--- config.mk ---
export PLATFORM = sky130hd
export DESIGN_NAME = instr_sequencer
export DESIGN_NICKNAME = d
export VERILOG_FILES = /design/src/rtl/seq_pkg.sv /design/src/rtl/seq_fetch_timer.sv /design/src/rtl/instr_sequencer.sv
export SDC_FILE = /design/constraint.sdc
export NUM_CORES = 1
export LEC_CHECK = 0
export CAP_MARGIN = 20
export CORE_ASPECT_RATIO = 1.4
export CORE_MARGIN = 5
export CORE_UTILIZATION = 44
export CTS_CLUSTER_SIZE = 25
export DETAILED_ROUTE_END_ITERATION = 10
export GPL_ROUTABILITY_DRIVEN = 0
export PLACE_DENSITY = 0.77
export SLEW_MARGIN = 5
export SYNTH_ARGS = -nofsm -noshare
export SYNTH_HDL_FRONTEND = slang
export SYNTH_SLANG_ARGS = --single-unit
--- constraint.sdc ---
create_clock -name clk -period 1.3 [get_ports clk]
set_input_delay 0.13 -clock clk [delete_from_list [all_inputs] [get_ports clk]]
set_output_delay 0.13 -clock clk [all_outputs]
set_load 0.01 [all_outputs]
--- src/rtl/seq_pkg.sv ---
// Shared types and opcodes for the fetch/execute sequencer.
package seq_pkg;
  typedef enum logic [2:0] {IDLE, FETCH, EXEC, IRQ, HALT} state_t;

  localparam logic [7:0] RETI_OPCODE = 8'hFF;
  localparam logic [7:0] NOP_OPCODE  = 8'h00;
endpackage

--- src/rtl/seq_fetch_timer.sv ---
// Fetch watchdog: flags the cycle in which TIMEOUT consecutive FETCH cycles pass with no ack.
// Combinational flag from a registered count; clears whenever ack arrives or FETCH is left.
module seq_fetch_timer #(
  parameter int unsigned TIMEOUT = 15
) (
  input  logic clk,
  input  logic rst_n,
  input  logic fetching,
  input  logic ack,
  output logic timeout
);
  localparam int unsigned CW = $clog2(TIMEOUT + 1);

  logic [CW-1:0] cnt;

  always_ff @(posedge clk) begin
    if (!rst_n) begin
      cnt <= '0;
    end else if (fetching && !ack) begin
      cnt <= cnt + CW'(1);
    end else begin
      cnt <= '0;
    end
  end

  // cnt holds the number of earlier unacked cycles, so this is the TIMEOUT-th one
  assign timeout = fetching && !ack && (cnt == CW'(TIMEOUT - 1));
endmodule

--- src/rtl/instr_sequencer.sv ---
// Fetch/execute controller: PC/IR, imem req/ack fetch, RF write gating, single-level IRQ/RETI.
// Two cycles minimum per instruction; FETCH holds req until ack (watchdog HALT under SEQ_WATCHDOG_EN).
module instr_sequencer
  import seq_pkg::*;
#(
  parameter int unsigned PC_W         = 8,
  parameter int unsigned RESET_PC     = 0,
  parameter int unsigned IRQ_VECTOR   = 32'hF0,
  parameter int unsigned IMEM_TIMEOUT = 15
) (
  input  logic            clk,
  input  logic            rst_n,
  input  logic            run_en,
  output logic            imem_req,
  output logic [PC_W-1:0] imem_addr,
  input  logic            imem_ack,
  input  logic [7:0]      imem_rdata,
  output logic [7:0]      ir,
  input  logic            dec_reg_write,
  output logic            rf_we,
  input  logic            irq,
  output logic            irq_ack,
  output logic            in_isr,
  output logic            fetch_err
);
  localparam logic [PC_W-1:0] VEC_PC  = PC_W'(IRQ_VECTOR);
  localparam logic [PC_W-1:0] BOOT_PC = PC_W'(RESET_PC);

  state_t          state;
  logic [PC_W-1:0] pc;
  logic [PC_W-1:0] saved_pc;
  logic            is_reti;
  logic            in_isr_next;
  logic            timeout;

  assign is_reti     = (ir == RETI_OPCODE);
  assign in_isr_next = is_reti ? 1'b0 : in_isr;

`ifdef SEQ_WATCHDOG_EN
  seq_fetch_timer #(
    .TIMEOUT (IMEM_TIMEOUT)
  ) u_fetch_timer (
    .clk      (clk),
    .rst_n    (rst_n),
    .fetching (state == FETCH),
    .ack      (imem_ack),
    .timeout  (timeout)
  );
`else
  logic unused_timeout_cfg;
  assign unused_timeout_cfg = ^IMEM_TIMEOUT;
  assign timeout            = 1'b0;
`endif

  always_ff @(posedge clk) begin
    if (!rst_n) begin
      state     <= IDLE;
      pc        <= BOOT_PC;
      ir        <= NOP_OPCODE;
      saved_pc  <= '0;
      in_isr    <= 1'b0;
      fetch_err <= 1'b0;
    end else begin
      case (state)
        IDLE: begin
          if (run_en) state <= FETCH;
        end
        FETCH: begin
          if (imem_ack) begin
            ir    <= imem_rdata;
            pc    <= pc + PC_W'(1);
            state <= EXEC;
          end else if (timeout) begin
            fetch_err <= 1'b1;
            state     <= HALT;
          end
        end
        EXEC: begin
          if (is_reti) begin
            pc     <= saved_pc;
            in_isr <= 1'b0;
          end
          // RETI with irq pending re-enters at once; IRQ then saves the restored pc
          if (irq && !in_isr_next) state <= IRQ;
          else if (run_en)         state <= FETCH;
          else                     state <= IDLE;
        end
        IRQ: begin
          saved_pc <= pc;
          pc       <= VEC_PC;
          in_isr   <= 1'b1;
          state    <= FETCH;
        end
        HALT: begin
          state <= HALT;
        end
        default: begin
          state <= IDLE;
        end
      endcase
    end
  end

  assign imem_req  = (state == FETCH);
  assign imem_addr = pc;
  assign irq_ack   = (state == IRQ);
  assign rf_we     = (state == EXEC) && dec_reg_write && !is_reti;
endmodule
# Word level (Yosys, flattened, before mapping)
# Cells that the tools add are included.
dict set report op_classes {
  add_sub_neg 1
  eq_ne 8
  muxes 10
  n_reduce_logical 11
}
# operator count
set ops {}
lappend ops {{$pmux W8 S3} 1}
lappend ops {{$mux W8} 2}
lappend ops {{$pmux W3 S5} 1}
lappend ops {{$add A8 B1 Y8 const B} 1}
lappend ops {{$eq A8 B8 Y1 const B} 1}
lappend ops {{$eq A3 B2 Y1 const B} 2}
lappend ops {{$mux W3} 2}
lappend ops {{$ne A2 B2 Y1 const B} 2}
lappend ops {{$reduce_and A2 Y1} 2}
lappend ops {{$eq A3 B1 Y1 const B} 1}
lappend ops {{$eq A3 B3 Y1 const B} 1}
lappend ops {{$logic_and A1 B1 Y1} 3}
lappend ops {{$logic_not A3 Y1} 1}
lappend ops {{$reduce_and A3 Y1} 1}
lappend ops {{$reduce_bool A3 Y1} 1}
lappend ops {{$logic_not A1 Y1} 2}
lappend ops {{$mux W1} 2}
lappend ops {{$mux W2} 1}
lappend ops {{$ne A2 B1 Y1 const B} 1}
lappend ops {{$pmux W1 S2} 1}
lappend ops {{$reduce_bool A2 Y1} 1}
dict set report word_totals {
  ff_bits 28
  inputBits 14
  output_inout_bits 21
  word_cells 35
}

# Longest topological paths before layout
dict set report logic_depth {
  depth_word 6
  mapped_depth 6
  depth_no_buf 5
}

# Worst setup path after synthesis
# No wires, ideal clock.
dict set report synth_path {
  kind {register to register}
  startpoint {register ir[7]}
  endpoint {register pc[0], in the netlist imem_addr[0]}
  setup_time_ps 121
  arrival_time_ps 1225
  setup_slack_ps -45
  stages_incl_launch_ff 5
  period_less_slack_ps 1345
  cell_sequence {dfxtp_1 -> nand4_4 -> o32a_4 -> a211oi_2 -> nor3_1}
}
dict set report synth_between {
  elab_chain_cells 3
}
# element line_no
set synth_lines {}
lappend synth_lines {{start, declared} instr_sequencer.sv:18} ;# output logic [7:0] ir,
lappend synth_lines {{start signal, assigned} instr_sequencer.sv:70} ;# ir <= imem_rdata;
lappend synth_lines {{$eq A8 B8 Y1} instr_sequencer.sv:36} ;# assign is_reti = (ir == RETI_OPCODE);
lappend synth_lines {{$ne A2 B2 Y1 (no source line)} --}
lappend synth_lines {{$reduce_and A3 Y1 (no source line)} --}
lappend synth_lines {{end signal, assigned} instr_sequencer.sv:71} ;# pc <= pc + PC_W'(1);
lappend synth_lines {{end signal, assigned} instr_sequencer.sv:80} ;# pc <= saved_pc;
lappend synth_lines {{end, declared} instr_sequencer.sv:30} ;# logic [PC_W-1:0] pc;
# Every way passes these cells.
# A chain may end at the register's enable or synchronous reset.

# Worst setup path in the final report
dict set report layout_path {
  startpoint {register ir[0]}
  endpoint {output rf_we}
}
dict set report layout_between {
  elab_chain_cells 3
}
# element line_no
set layout_lines {}
lappend layout_lines {{$eq A8 B8 Y1} instr_sequencer.sv:36}
lappend layout_lines {{$logic_not A1 Y1} instr_sequencer.sv:107} ;# assign rf_we = (state == EXEC) && dec_reg_write && !is_reti;
lappend layout_lines {{$logic_and A1 B1 Y1} instr_sequencer.sv:107}
lappend layout_lines {{end, declared} instr_sequencer.sv:20} ;# output logic rf_we,
# Every way passes these cells.

==> impl_metrics.json <==
{
  "outcome": "finished, violations left",
  "violations": "negative setup slack",
  "nFillCells": 244,
  "final_antenna_net_count": 0,
  "grt_pass1_wl_um": 7270,
  "multiInputGateArea_um2": 881,
  "finalCriticalPeriod_ps": 1400,
  "drc_errors": 0,
  "clk_latency_ps": 270,
  "hold_violations": 0,
  "synth_cell_type_count": 40,
  "portBuffers": 33,
  "synth.most_common_cell": "dfxtp_1",
  "antenna_found_initial": 0,
  "yosysSeqAreaShare_pct": 39.2,
  "pre_cts_ws_ps": -203,
  "yosys_warnings": 0,
  "yosys.area.top_type": "dfxtp_1",
  "cp_max_fo": 2,
  "ctsHoldBuffers": 0,
  "post_dp_cell_area_mm2": 0.00205,
  "ir_drop_v": 0.000694,
  "grt_max_degree": 17,
  "cts_num_sinks": 28,
  "fp.dieH_um": 77.5,
  "synth_top_area_share_pct": 39.2,
  "finalWirelength_um": 4320,
  "initial_core_util_pct": 45.8,
  "crit_type": "register to output port",
  "syn_inst": 157,
  "layout_setup_ws_ps": -102,
  "slew_violations": 0,
  "nets": 240,
  "cts_max_level": 1,
  "dieArea_mm2": 0.00451,
  "r2r_slack_ps": -80,
  "track_usage_pct": 20.2,
  "io_pins": 35,
  "viasPerCell": 5.74,
  "core_mm2": 0.00312,
  "grt_setup_unrepaired": "yes",
  "cp-start-kind": "register",
  "drive_above_1_share_pct": 40.4,
  "synth_area_leaders": "dfxtp_1 39%, mux2i_1 9.8%, nor2_1 5.5%",
  "syn_nets": 172,
  "finalNonFillerCells": 262,
  "area_delta_synth_final_pct": 56.1,
  "die_w_um": 58.2,
  "cp-end-kind": "output port",
  "via_count": 1504,
  "place_inst": 255,
  "setup_violations": 9,
  "grt-ovfl-total": 0,
  "synth-main-ff-cell": "dfxtp_1",
  "critical_path_buf_inv_count": 1,
  "drt-initial-drc-count": 37,
  "ys_top_cells_by_count": "28 x dfxtp_1, 21 x nor2_1, 14 x mux2i_1",
  "async_flop_share_pct": 0,
  "avgSynthCellArea_um2": 9.11,
  "diodes": 0,
  "worst_path_largest_cell_delay_ps": 360,
  "ys_ff_latch": 28,
  "synth_enable_flop_cells": 0,
  "clock.fmax_ghz": 0.713,
  "regArea_um2": 593,
  "dr.pass1.iters": 4,
  "dp_hpwl_um": 3100,
  "cts_buffers": 3,
  "power_leakage_nw": 1.01,
  "cts_buffer_depth": 2,
  "wl_per_cell_um": 16.5,
  "syn_area_mm2": 0.00143,
  "path_clk_slew_ps": 90,
  "hold_slack_ps": 471,
  "core.rowCount": 24,
  "root_buffer": "clkbuf_8",
  "cts_tree": "built",
  "cp_slowest_cell": "dfxtp_2",
  "fin_crit_sh_pct": 108,
  "critical-path-top-delay-family": "simple AND/OR/NAND/NOR gates",
  "required_ps": 1170,
  "cp_data_arrival_time_ps": 1270,
  "grt_pass1_vias": 1564,
  "cap_viol_max_count": 0,
  "fin_area_mm2": 0.00223,
  "tns_ps": -481,
  "p_per_area_mw_per_mm2": 788,
  "clock_skew_ps": 4.23,
  "crit_chain": "nand4_4 -> or2_4 -> and3_4 -> buf_6",
  "hold_class": "primary input to register"
}
-- final timing paths --
kind | to | cells after the start | from
worst min-delay path | ir[4]$_SDFFE_PN0P_ | 3 | imem_rdata[4]
worst min register to register | saved_pc[7]$_SDFFE_PN0P_ | 2 | saved_pc[7]$_SDFFE_PN0P_
worst max register to register | imem_addr[0]$_SDFFE_PN0P_ | 5 | ir[0]$_SDFFE_PN0P_
worst max-delay path | rf_we | 4 | ir[0]$_SDFFE_PN0P_
-- tightest hold or removal path: stages --
cell	delay (ps)
clkdlybuf4s50_1	400
mux2i_1	130
nor2_1	50
-- cells in the final DEF, fill, tap and decap left out, types with 6 or more instances in the layout --
cell type / synthesis / final
buf_4: 2 / 32
dfxtp_2: 0 / 11
nor2_1: 21 / 20
inv_1: 8 / 6
clkdlybuf4s50_1: 0 / 13
dfxtp_1: 28 / 12
dlygate4sd2_1: 0 / 16
buf_6: 0 / 8
mux2i_1: 14 / 13
o21ai_1: 7 / 6
nand3_1: 7 / 7
a21oi_1: 9 / 9
-- sequential cells by signal (all words and copies together) (netlist names) --
name,count
in_isr,1
imem_addr,8
saved_pc,8
state,3
ir,8
-- through the flow --
| stage | power (mW) | utilization (%) |
|---|---|---|
| after CTS | 1.74 | 69.3 |
| after global placement | 1.29 | 65.7 |
| after global routing | 1.85 | 71.5 |
| final | 1.76 | 71.5 |
| after floorplan | 1.10 | - |
| after detailed placement | 1.30 | 65.7 |
-- layout make-up --
cell class | instances | share of cell area, %
Tap cell | 39 | 2.19
Multi-Input combinational cell | 112 | 39.5
Inverter | 8 | 1.35
Sequential cell | 28 | 26.6
Clock buffer | 3 | 1.85
Timing Repair Buffer | 72 | 28.6
-- power by group --
| part | switching (mW) | internal, mW |
|---|---|---|
| Combinational | 0.179 | 0.209 |
| Clock | 0.252 | 0.208 |
| Sequential | 0.0312 | 0.881 |
-- per-layer routing --
| metal | up-vias | wire (um) | global-route usage (%) |
|---|---|---|---|
| li1 | 694 | - | - |
| met1 | 731 | 1640 | 23.7 |
| met2 | 57 | 2380 | 36.4 |
| met3 | 22 | 186 | 2.66 |
| met4 | 0 | 119 | 7.19 |
| met5 | - | 0 | 0 |
-- repair_timing --
item / 4_1_cts / 5_1_grt
pin swaps: 12 / 13
resized for setup: 57 / 19
endpoints found under the setup margin: 37 / 17
cloned: 0 / 0
setup buffers: 3 / 1
-- cell families after synthesis --
logic type | synth area share, %
and+or+nand+nor | 25.1
AOI/OAI and AO/OA | 19.3
DFF | 39.2
buffers and inverters | 5.42
muxes | 9.80
adders and majority gates | 0.875
other | 0.262
No activity file was read; power rests on OpenSTA's default activity.
